==> src/rtl/noc_vc_input_port_pkg.sv <==
// Shared types for the virtual-channel router input port.
// Flit metadata, VC identifiers and the packet-arbiter state encoding.
package noc_vc_input_port_pkg;

    localparam int DEFAULT_NUM_VC     = 4;
    localparam int DEFAULT_DEPTH      = 4;
    localparam int DEFAULT_FLIT_WIDTH = 64;

    typedef logic [$clog2(DEFAULT_NUM_VC)-1:0] vc_id_t;

    typedef struct packed {
        logic head;
        logic tail;
    } flit_meta_t;

    typedef enum logic {
        IDLE   = 1'b0,
        LOCKED = 1'b1
    } arb_state_e;

endpackage

==> src/rtl/noc_vc_fifo.sv <==
// Single-VC first-word-fall-through FIFO; dout always shows the oldest entry.
// Push and pop in the same cycle keep count unchanged and preserve order.
module noc_vc_fifo #(
    parameter int DEPTH = 4,
    parameter int WIDTH = 66
) (
    input  logic                       clk,
    input  logic                       rst_n,
    input  logic                       push,
    input  logic                       pop,
    input  logic [WIDTH-1:0]           din,
    output logic [WIDTH-1:0]           dout,
    output logic                       empty,
    output logic                       full,
    output logic [$clog2(DEPTH):0]     count
);

    localparam int PTR_W = $clog2(DEPTH);
    localparam int CNT_W = PTR_W + 1;

    logic [WIDTH-1:0] mem [DEPTH];
    logic [PTR_W-1:0] wr_ptr;
    logic [PTR_W-1:0] rd_ptr;

    // Storage carries no reset; validity is tracked solely by count.
    always_ff @(posedge clk) begin
        if (push) begin
            mem[wr_ptr] <= din;
        end
    end

    always_ff @(posedge clk) begin
        if (!rst_n) begin
            wr_ptr <= '0;
            rd_ptr <= '0;
            count  <= '0;
        end else begin
            if (push) begin
                wr_ptr <= wr_ptr + 1'b1;
            end
            if (pop) begin
                rd_ptr <= rd_ptr + 1'b1;
            end
            case ({push, pop})
                2'b10:   count <= count + 1'b1;
                2'b01:   count <= count - 1'b1;
                default: count <= count;
            endcase
        end
    end

    assign dout  = mem[rd_ptr];
    assign empty = (count == '0);
    assign full  = (count == CNT_W'(DEPTH));

endmodule

==> src/rtl/noc_vc_input_port.sv <==
// Router input port: demultiplexes one flit link into per-VC FIFOs and serves them
// to the switch with wormhole locking, round-robin VC choice and upstream credits.
module noc_vc_input_port
    import noc_vc_input_port_pkg::*;
#(
    parameter int NUM_VC     = DEFAULT_NUM_VC,
    parameter int DEPTH      = DEFAULT_DEPTH,
    parameter int FLIT_WIDTH = DEFAULT_FLIT_WIDTH
) (
    input  logic                      clk,
    input  logic                      rst_n,
    input  logic                      in_valid,
    input  logic [$clog2(NUM_VC)-1:0] in_vc,
    input  logic [FLIT_WIDTH-1:0]     in_flit,
    input  logic                      in_head,
    input  logic                      in_tail,
    output logic                      out_valid,
    input  logic                      out_ready,
    output logic [$clog2(NUM_VC)-1:0] out_vc,
    output logic [FLIT_WIDTH-1:0]     out_flit,
    output logic                      out_head,
    output logic                      out_tail,
    output logic                      credit_valid,
    output logic [$clog2(NUM_VC)-1:0] credit_vc,
    output logic                      overflow_err,
    output logic                      pkt_err
);

    localparam int VC_W    = $clog2(NUM_VC);
    localparam int CNT_W   = $clog2(DEPTH) + 1;
    localparam int ENTRY_W = FLIT_WIDTH + 2;

    // Arbiter state; lock_vc doubles as the held candidate while hold is set.
    typedef struct packed {
        arb_state_e      state;
        logic            hold;
        logic [VC_W-1:0] lock_vc;
        logic [VC_W-1:0] last_grant;
    } arb_t;

    arb_t arb_q;
    arb_t arb_d;

    logic [ENTRY_W-1:0] fifo_dout  [NUM_VC];
    logic [CNT_W-1:0]   fifo_count [NUM_VC];
    logic [NUM_VC-1:0]  fifo_empty;
    logic [NUM_VC-1:0]  fifo_full;
    logic [NUM_VC-1:0]  fifo_push;
    logic [NUM_VC-1:0]  fifo_pop;

    logic [VC_W-1:0]       idx;
    logic [VC_W-1:0]       cand;
    logic                  cand_found;
    logic [VC_W-1:0]       sel_vc;
    flit_meta_t            sel_meta;
    logic [FLIT_WIDTH-1:0] sel_flit;
    logic                  handshake;
    logic                  orphan;
    logic                  pop_any;
    logic                  same_vc_pop;
    logic                  wr_accept;
    logic                  overflow_set;

    genvar g;
    generate
        for (g = 0; g < NUM_VC; g++) begin : g_vc
            assign fifo_push[g] = wr_accept && (in_vc == VC_W'(g));
            assign fifo_pop[g]  = pop_any && (sel_vc == VC_W'(g));

            noc_vc_fifo #(
                .DEPTH (DEPTH),
                .WIDTH (ENTRY_W)
            ) u_fifo (
                .clk   (clk),
                .rst_n (rst_n),
                .push  (fifo_push[g]),
                .pop   (fifo_pop[g]),
                .din   ({in_head, in_tail, in_flit}),
                .dout  (fifo_dout[g]),
                .empty (fifo_empty[g]),
                .full  (fifo_full[g]),
                .count (fifo_count[g])
            );
        end
    endgenerate

    // A write to a full VC still lands if that VC frees a slot on the same edge.
    always_comb begin
        same_vc_pop  = pop_any && (sel_vc == in_vc);
        wr_accept    = in_valid && ((fifo_count[in_vc] < CNT_W'(DEPTH)) || same_vc_pop);
        overflow_set = in_valid && fifo_full[in_vc] && !same_vc_pop;
    end

    // Round-robin search starting just after last_grant, unless a stalled offer is held.
    always_comb begin
        idx        = '0;
        cand       = '0;
        cand_found = 1'b0;
        if (arb_q.hold) begin
            cand       = arb_q.lock_vc;
            cand_found = 1'b1;
        end else begin
            for (int i = 1; i <= NUM_VC; i++) begin
                idx = arb_q.last_grant + VC_W'(i);
                if (!cand_found && !fifo_empty[idx]) begin
                    cand       = idx;
                    cand_found = 1'b1;
                end
            end
        end
    end

    always_comb begin
        sel_vc   = (arb_q.state == LOCKED) ? arb_q.lock_vc : cand;
        sel_meta = flit_meta_t'(fifo_dout[sel_vc][ENTRY_W-1 -: 2]);
        sel_flit = fifo_dout[sel_vc][FLIT_WIDTH-1:0];
    end

    // State register.
    always_ff @(posedge clk) begin
        if (!rst_n) begin
            arb_q <= '{state: IDLE, hold: 1'b0, lock_vc: '0, last_grant: VC_W'(NUM_VC - 1)};
        end else begin
            arb_q <= arb_d;
        end
    end

    // Next-state logic.
    always_comb begin
        arb_d      = arb_q;
        arb_d.hold = 1'b0;
        case (arb_q.state)
            IDLE: begin
                if (handshake) begin
                    arb_d.last_grant = cand;
                    arb_d.lock_vc    = cand;
                    if (!sel_meta.tail) begin
                        arb_d.state = LOCKED;
                    end
                end else if (out_valid) begin
                    arb_d.hold    = 1'b1;
                    arb_d.lock_vc = cand;
                end
            end
            LOCKED: begin
                if (handshake && sel_meta.tail) begin
                    arb_d.state = IDLE;
                end
            end
            default: arb_d.state = IDLE;
        endcase
    end

    // Output logic. Handshake: a flit moves on a clk edge with out_valid && out_ready;
    // once out_valid is high it stays high, with the same flit, until that edge.
    always_comb begin
        out_valid = 1'b0;
        orphan    = 1'b0;
        case (arb_q.state)
            IDLE: begin
                if (cand_found) begin
                    if (sel_meta.head) begin
                        out_valid = 1'b1;
                    end else begin
                        orphan = 1'b1;
                    end
                end
            end
            LOCKED:  out_valid = !fifo_empty[arb_q.lock_vc];
            default: out_valid = 1'b0;
        endcase
        out_vc    = sel_vc;
        out_flit  = sel_flit;
        out_head  = sel_meta.head;
        out_tail  = sel_meta.tail;
        handshake = out_valid && out_ready;
        pop_any   = handshake || orphan;
    end

    always_ff @(posedge clk) begin
        if (!rst_n) begin
            credit_valid <= 1'b0;
            credit_vc    <= '0;
            overflow_err <= 1'b0;
            pkt_err      <= 1'b0;
        end else begin
            credit_valid <= pop_any;
            credit_vc    <= sel_vc;
            if (overflow_set) begin
                overflow_err <= 1'b1;
            end
            if (orphan) begin
                pkt_err <= 1'b1;
            end
        end
    end

endmodule

==> config.mk <==
export PLATFORM = sky130hd
export DESIGN_NAME = noc_vc_input_port
export DESIGN_NICKNAME = d
export VERILOG_FILES = /design/src/rtl/noc_vc_input_port_pkg.sv /design/src/rtl/noc_vc_fifo.sv /design/src/rtl/noc_vc_input_port.sv
export SDC_FILE = /design/constraint.sdc
export NUM_CORES = 1
export LEC_CHECK = 0
export CORE_UTILIZATION = 65
export CTS_BUF_LIST = sky130_fd_sc_hd__clkbuf_4 sky130_fd_sc_hd__clkbuf_8 sky130_fd_sc_hd__clkbuf_16
export CTS_CLUSTER_DIAMETER = 100
export DETAILED_ROUTE_END_ITERATION = 8
export PLACE_DENSITY = 0.83
export SLEW_MARGIN = 20
export SYNTH_ARGS = -nofsm -noshare
export SYNTH_HDL_FRONTEND = slang
export SYNTH_SLANG_ARGS = --single-unit
==> constraint.sdc <==
create_clock -name clk -period 8.79 [get_ports clk]
set_input_delay 1.758 -clock clk [delete_from_list [all_inputs] [get_ports clk]]
set_output_delay 1.758 -clock clk [all_outputs]
set_load 0.02 [all_outputs]
==> summary.md, run 1 <==
| Metric | Value |
|---|---|
| Outcome | complete, no violations |
| Post-CTS Hold Fix Bufs | 0 |
| Filler instances | 3035 |
| Most instantiated flip-flop cell in the synthesis netlist | sky130_fd_sc_hd__edfxtp_1 |
| Total power | 0.0175 W |
| Compound-gate portion of the synthesized area | 2.51% |
| Met1 global-route usage | 46.0% |
| Number of design-rule violations left by the first detailed-router iteration | 3935 |
| Core Region | 64800 sq um |
| Ratio of routed vias to standard cells | 7.20 |
| NumNets Final | 2411 |
| Layout cells sized above 1 | 22.0% |
| Floorplan die height | 259 um |
| Measured slew at the worst slew-check pin | 1.13 ns |
| Post-synthesis sequential element count | 1103 |
| Largest family of logic cells by synthesized area | multiplexers |
| Width of the die | 259 um |
| Aggregate global routing overflow | 0 |
| Total clock buffers created by CTS | 105 |
| Cell area after technology mapping | 42900 sq um |
| Total wirelength of the detailed-routed design | 114 mm |
| Final weighted congestion of routability-driven global placement | 0.857 |
| Global routing met2 resource utilization | 55.5% |
| EDFF count, synth | 1056 |
| Io pins | 146 |
| Reported max-cap violation count | 0 |
| Setup repair after global routing missed its margin | false |
| Worst setup slack after placement | 2.50 ns |
| Area share of and/or/nand/nor cells after synthesis | 4.60% |
| Wire length of the first global-routing pass | 164 mm |
| Area growth, synth to finish | 14.0% |
| Worst reg-to-reg path cell count | 7 |
| H-Tree Depth | 3 |
| Multiplexer share of the synthesized area | 14.2% |
| Most common library cell in the layout ignoring fill and taps | sky130_fd_sc_hd__edfxtp_1 |
| VDD IR max | 0.000593 V |
| Met3 global-route usage | 7.36% |
| Leakage | 15.5 nW |
| Std-Cell Rows | 93 |
| Setup violations, final | 0 |
| Number of detailed-route iterations in the first pass | 6 |
| Worst slew margin | 24.4% |
| Vias in the first global route | 24300 |
| Top library cells by usage in the layout, fill and taps aside | 1056 x sky130_fd_sc_hd__edfxtp_1, 278 x sky130_fd_sc_hd__nand2_1, 264 x sky130_fd_sc_hd__mux4_2 |
| CP Data Arrival Time | 5.52 ns |
| Upper clock frequency limit | 0.137 GHz |
| Final Hold Violating Endpoints | 0 |
| Synth warn | 0 |
| Arithmetic-cell share of the synthesized area counting full adders, half adders and majority gates | 0.770% |
| Synthesized-area fraction occupied by xor and xnor cells | 0.408% |
| Crit-path cells | or3_1, a211oi_2, a2111o_1, nand2_8, inv_4, buf_4, nand2_1, and3_1, a31oi_1, clkdlybuf4s50_1 |
| Final ANT Viol Nets | 0 |
| Source-to-sink clock delay at the later pin of the worst-skew pair | 0.66 ns |
| Number of vias in the routed layout | 23500 |
| Buffer count from post-CTS setup fixing | 0 |
| Slowest stage cell, crit path | sky130_fd_sc_hd__inv_4 |
| CP Max Fanout | 85 |
| Die area | 67000 sq um |
| Clk pin slew, worst setup/hold paths | 0.06 ns |
| Ratio of final minimum period to clock period | 82.8% |
| Quantity of I/O buffers inserted on ports | 145 |
| Post-synthesis net count | 2238 |
| Buffer depth of the longest clock path | 3 |
| Root buffer cell | sky130_fd_sc_hd__clkbuf_16 |
| Number of standard cells after synthesis | 2142 |
| Wire length per cell after detailed routing | 34.8 um |
| Critical path data required time | 7.03 ns |
| Starting density of the core | 66.2% |
| Setup tns final | 0 ns |
| Min Tclk post-route | 7.28 ns |
| Maximum number of pins on one net before global-route repair | 86 |
| CTS tree | built |
| Total number of clock tree sinks | 1103 |
| Longest individual stage delay on the worst path | 0.87 ns |
| Global-route usage over all layers | 34.5% |
| Initial antenna violation count | 9 |
| Critical setup path kind | reg2out |
| Post-DP HPWL | 52.3 mm |
| Number of remaining DRC errors | 0 |
| Portion of the post-synthesis area used by sequential elements | 76.1% |
| Pins over their slew limit | 0 |
| Critical Path Sink Type | primary output |
| Fin Hold WS | 0.483 ns |
| Worst min-delay path category | reg2reg |
| Distinct cell type count after synthesis | 70 |
| Worst Skew | 0.0248 ns |
| Critical path launch point type | flop |
| Mean instance size in the synthesized netlist | 20.0 sq um |
| Power per standard cell area | 357 nW/um^2 |
| Worst hold path cell count | 2 |
| Post-layout worst setup margin | 1.51 ns |
| Resize count post-CTS | 0 |
| Share of async-settable or async-resettable flops after synthesis | 0% |
| GR peak layer | met2 |
layer usage:
metal,vias to the layer above,part of all wire (%)
li1,9016,-
met1,11900,34
met2,2177,49
met3,380,13
met4,8,4.6
met5,-,0.042
synthesized netlist by cell type (2+ instances only):
| cell | count | area (sq um) |
|---|---|---|
| sky130_fd_sc_hd__edfxtp_1 | 1056 | 31700 |
| sky130_fd_sc_hd__nand2_1 | 278 | 1040 |
| sky130_fd_sc_hd__mux4_2 | 264 | 5950 |
| sky130_fd_sc_hd__clkbuf_1 | 69 | 259 |
| sky130_fd_sc_hd__a31oi_1 | 65 | 407 |
| sky130_fd_sc_hd__and3_1 | 65 | 407 |
| sky130_fd_sc_hd__dfxtp_1 | 47 | 941 |
| sky130_fd_sc_hd__buf_2 | 34 | 170 |
| sky130_fd_sc_hd__nor2_1 | 34 | 128 |
| sky130_fd_sc_hd__inv_1 | 33 | 124 |
| sky130_fd_sc_hd__and2_1 | 20 | 125 |
| sky130_fd_sc_hd__ha_1 | 20 | 250 |
| sky130_fd_sc_hd__xor2_1 | 15 | 131 |
| sky130_fd_sc_hd__a21oi_1 | 12 | 60.1 |
| sky130_fd_sc_hd__mux2i_1 | 10 | 100 |
| sky130_fd_sc_hd__o21ai_0 | 10 | 50.1 |
| sky130_fd_sc_hd__nand3_1 | 9 | 45.0 |
| sky130_fd_sc_hd__or3_1 | 6 | 37.5 |
| sky130_fd_sc_hd__a221oi_2 | 5 | 75.1 |
| sky130_fd_sc_hd__buf_1 | 5 | 18.8 |
| sky130_fd_sc_hd__xnor2_1 | 5 | 43.8 |
| sky130_fd_sc_hd__fa_1 | 4 | 80.1 |
| sky130_fd_sc_hd__o2111ai_1 | 4 | 35.0 |
| sky130_fd_sc_hd__a211oi_1 | 3 | 22.5 |
| sky130_fd_sc_hd__a211oi_2 | 3 | 37.5 |
| sky130_fd_sc_hd__a21o_1 | 3 | 22.5 |
| sky130_fd_sc_hd__a311oi_4 | 3 | 78.8 |
| sky130_fd_sc_hd__inv_2 | 3 | 11.3 |
| sky130_fd_sc_hd__mux2_2 | 3 | 33.8 |
| sky130_fd_sc_hd__nor3_1 | 3 | 15.0 |
| sky130_fd_sc_hd__o211ai_1 | 3 | 22.5 |
| sky130_fd_sc_hd__a211o_1 | 2 | 17.5 |
| sky130_fd_sc_hd__a21oi_2 | 2 | 17.5 |
| sky130_fd_sc_hd__a22o_1 | 2 | 17.5 |
| sky130_fd_sc_hd__buf_4 | 2 | 15.0 |
| sky130_fd_sc_hd__mux2_1 | 2 | 22.5 |
| sky130_fd_sc_hd__nand2_2 | 2 | 12.5 |
| sky130_fd_sc_hd__nor3_4 | 2 | 32.5 |
| sky130_fd_sc_hd__nor4b_1 | 2 | 17.5 |
| sky130_fd_sc_hd__o22ai_1 | 2 | 12.5 |
through the flow:
step,std cells,utilization (%),instance area (sq um)
3_5_place_dp,3062,69.9,45300
5_1_grt,3256,75.4,48900
6_report,3259,75.5,48900
2_1_floorplan,2142,-,42900
4_1_cts,3253,75.4,48900
3_3_place_gp,3062,69.9,45300
final timing paths:
| kind | startpoint | end | slack, ns |
|---|---|---|---|
| worst min register to register | pkt_err | pkt_err | 0.48 |
| worst min-delay path | pkt_err | pkt_err | 0.48 |
| worst max-delay path | g_vc[2].u_fifo.count[2] | out_flit[27] | 1.51 |
| worst max register to register | flop | g_vc[3].u_fifo.mem[2][52] | 3.36 |
sequential cells by signal (all words and copies together), names as in the netlist, named ones only:
name / flops
g_vc.u_fifo.mem: 1056
g_vc.u_fifo.count: 12
g_vc.u_fifo.rd_ptr: 8
g_vc.u_fifo.wr_ptr: 8
arb_q: 5
credit_vc: 2
credit_valid: 1
overflow_err: 1
pkt_err: 1
layout make-up:
cell class | count | area [sq um] | area share (%)
clock inverter | 65 | 766 | 1.57
inverter | 36 | 139 | 0.284
clock buffer | 126 | 2830 | 5.79
antenna | 5 | 12.5 | 0.0256
timing repair buffer | 176 | 1700 | 3.47
multi-input combinational | 893 | 9710 | 19.9
tap | 855 | 1070 | 2.19
sequential | 1103 | 32700 | 66.8
critical path, delay by kind of cell, from the launching register on:
| family | cells | cell delay [ns] |
|---|---|---|
| DFF | 1 | 0.39 |
| AOI/OAI and AO/OA | 3 | 0.96 |
| buffers and inverters | 3 | 2.13 |
| and+or+nand+nor | 4 | 1.23 |
kinds of logic (layout without fill, tap and decap cells):
| logic type | Yosys count | in the layout |
|---|---|---|
| AOI/OAI and AO/OA | 137 | 137 |
| and+or+nand+nor | 433 | 433 |
| muxes | 279 | 279 |
| adders and majority gates | 24 | 24 |
| DFF | 1103 | 1103 |
| xor gates and xnor gates | 20 | 20 |
| other | 0 | 5 |
| buffers and inverters | 146 | 403 |
report_power, final:
part	leakage, nW	internal (W)	switching [W]
Combinational	3.82	0.00246	0.00405
Sequential	9.93	0.00593	0.000242
Clock	1.78	0.00280	0.00199
No activity file was read; power rests on OpenSTA's default activity.
==> run 2, diff against run 1 <==
--- a/config.mk
+++ b/config.mk
@@ -5,11 +5,11 @@
 export SDC_FILE = /design/constraint.sdc
 export NUM_CORES = 1
 export LEC_CHECK = 0
-export CORE_UTILIZATION = 65
+export CORE_UTILIZATION = 55
 export CTS_BUF_LIST = sky130_fd_sc_hd__clkbuf_4 sky130_fd_sc_hd__clkbuf_8 sky130_fd_sc_hd__clkbuf_16
 export CTS_CLUSTER_DIAMETER = 100
 export DETAILED_ROUTE_END_ITERATION = 8
-export PLACE_DENSITY = 0.83
+export PLACE_DENSITY = 0.75
 export SLEW_MARGIN = 20
 export SYNTH_ARGS = -nofsm -noshare
 export SYNTH_HDL_FRONTEND = slang
==> constraint.sdc (replaced) <==
create_clock -name clk -period 6.6 [get_ports clk]
set_input_delay 1.32 -clock clk [delete_from_list [all_inputs] [get_ports clk]]
set_output_delay 1.32 -clock clk [all_outputs]
set_load 0.02 [all_outputs]
==> run 2 against run 1 <==
Net effect: cell area rose by 0.72%; die area is 18% higher; flip-flop and latch count unchanged; combinational power is 29% higher; via count shrank 5.7%; non-clock buffer count is 18 higher; global-route usage fell by 8.1 points; clock power up 26%; first-iteration DRC count down 28%; cell count up 6.3%; routed wire length down 9.8%; critical path type unchanged.
==> summary.md, run 2 (synthesized netlist as in run 1, its figures left out) <==
| Metric | Value |
|---|---|
| Maximum number of pins on one net before global-route repair | 76 |
| H-Tree Depth | 3 |
| Measured slew at the worst slew-check pin | 1.11 ns |
| Met1 global-route usage | 36.6% |
| Quantity of I/O buffers inserted on ports | 145 |
| Buffer count from post-CTS setup fixing | 0 |
| Worst slew margin | 25.9% |
| Final weighted congestion of routability-driven global placement | 0.825 |
| CP Max Fanout | 48 |
| Wire length per cell after detailed routing | 29.6 um |
| Clk pin slew, worst setup/hold paths | 0.07 ns |
| Outcome | complete, no violations |
| Critical path launch point type | flop |
| Regs by FF count | g_vc.u_fifo.mem: 1056 flops, g_vc.u_fifo.count: 12 flops |
| Post-DP HPWL | 53.4 mm |
| Reported max-cap violation count | 0 |
| Post-CTS Hold Fix Bufs | 0 |
| Area growth, synth to finish | 14.8% |
| NumNets Final | 2430 |
| Upper clock frequency limit | 0.170 GHz |
| Pins over their slew limit | 0 |
| Number of vias in the routed layout | 22100 |
| Worst Skew | 0.0180 ns |
| Initial antenna violation count | 5 |
| Std-Cell Rows | 102 |
| Setup violations, final | 0 |
| Total wirelength of the detailed-routed design | 102 mm |
| Final ANT Viol Nets | 0 |
| Setup tns final | 0 ns |
| Top library cells by usage in the layout, fill and taps aside | 1056 x sky130_fd_sc_hd__edfxtp_1, 278 x sky130_fd_sc_hd__nand2_1, 264 x sky130_fd_sc_hd__mux4_2 |
| Total clock buffers created by CTS | 106 |
| Aggregate global routing overflow | 0 |
| Min Tclk post-route | 5.87 ns |
| Register bank with the most flops | g_vc.u_fifo.mem |
| Most common library cell in the layout ignoring fill and taps | sky130_fd_sc_hd__edfxtp_1 |
| Resize count post-CTS | 0 |
| Root buffer cell | sky130_fd_sc_hd__clkbuf_16 |
| CP Data Arrival Time | 4.55 ns |
| Largest register FFs | 1056 |
| Final instance area | 49300 sq um |
| Slowest stage cell, crit path | sky130_fd_sc_hd__clkdlybuf4s50_1 |
| Vias in the first global route | 22500 |
| Io pins | 146 |
| Longest individual stage delay on the worst path | 0.72 ns |
| Ratio of final minimum period to clock period | 89.0% |
| Total number of clock tree sinks | 1103 |
| CTS tree | built |
| Wire length of the first global-routing pass | 149 mm |
| Number of remaining DRC errors | 0 |
| Worst min-delay path category | reg2reg |
| GR peak layer | met2 |
| Leakage | 15.6 nW |
| Ratio of routed vias to standard cells | 6.39 |
| Crit-path cells | or3_1, a211oi_2, a2111o_1, nand2_8, inv_6, buf_12, nand2_1, and3_1, a31oi_1, clkdlybuf4s50_1 |
| Starting density of the core | 55.5% |
| Global-route usage over all layers | 26.4% |
| Global routing met2 resource utilization | 43.6% |
| VDD IR max | 0.000494 V |
| Met3 global-route usage | 4.57% |
| Setup repair after global routing missed its margin | false |
| Layout cells sized above 1 | 22.4% |
| Critical path data required time | 5.28 ns |
| Core Region | 77300 sq um |
| Die area | 79100 sq um |
| Critical Path Sink Type | primary output |
| Post-detailed-placement cell area | 45800 sq um |
| Source-to-sink clock delay at the later pin of the worst-skew pair | 0.68 ns |
| Buffer depth of the longest clock path | 3 |
| Final Hold Violating Endpoints | 0 |
| Width of the die | 281 um |
| Number of detailed-route iterations in the first pass | 5 |
| Number of design-rule violations left by the first detailed-router iteration | 2815 |
| Critical setup path kind | reg2out |
| Power per standard cell area | 461 nW/um^2 |
| Floorplan die height | 281 um |
## run 2: changes by cell type in the layout (fill, tap and decap cells not counted), moves of 4 or more
cell / previous run / this run
sky130_fd_sc_hd__buf_12: 1 / 11
sky130_fd_sc_hd__buf_4: 30 / 38
sky130_fd_sc_hd__bufinv_16: 17 / 8
sky130_fd_sc_hd__clkbuf_4: 17 / 27
sky130_fd_sc_hd__clkinv_1: 21 / 28
sky130_fd_sc_hd__clkinv_2: 16 / 11
sky130_fd_sc_hd__clkinv_4: 4 / 0
## run 2: cell type report
cell class                      count  area, sq um
Antenna cell                        3         7.51
Clock inverter                     57          517
Multi-Input combinational cell    893         9710
Timing Repair Buffer              194         1960
Sequential cell                  1103        32700
Clock buffer                      138         2950
Inverter                           36          141
Tap cell                         1040         1300
Fill cell                        5112        28100
## run 2: final timing paths
| check | slack [ns] | start | endpoint | depth (start not counted) |
|---|---|---|---|---|
| max reg2reg | 1.85 | g_vc[3].u_fifo.count[2] | g_vc[3].u_fifo.count[2] | 14 |
| max | 0.73 | g_vc[2].u_fifo.count[2] | out_flit[21] | 10 |
| min reg2reg | 0.49 | overflow_err | overflow_err | 1 |
| min | 0.49 | overflow_err | overflow_err | 1 |
## run 2: per-stage QoR
step                hold slack [ns]  setup slack, ns  util [%]  instances  power (W)
global route                  0.527            0.593      63.7       3462     0.0235
floorplan                     0.468             2.09         -       2142     0.0132
CTS                           0.494            0.711      63.7       3461     0.0228
finish                        0.493            0.728      63.7       3464     0.0227
detailed placement            0.478             1.46      59.2       3266     0.0167
global placement              0.460             1.50      59.2       3266     0.0167
## run 2: worst max-delay path, delay by kind of cell, from the launching register on
kind | cells | cell delay [ns]
buffers and inverters | 3 | 1.46
AOI/OAI and AO/OA | 3 | 1.05
and+or+nand+nor | 4 | 0.94
DFF | 1 | 0.36
## run 2: per-layer routing
| metal | vias up | routed length [um] |
|---|---|---|
| met3 | 160 | 9360 |
| li1 | 9067 | - |
| met4 | 6 | 2300 |
| met1 | 11700 | 39200 |
| met5 | - | 40 |
| met2 | 1244 | 51500 |
## run 2: power breakdown
group          internal [W]  switching [W]  leakage, nW
combinational       0.00334        0.00507         3.94
sequential          0.00790       0.000371         9.93
clock               0.00346        0.00255         1.71
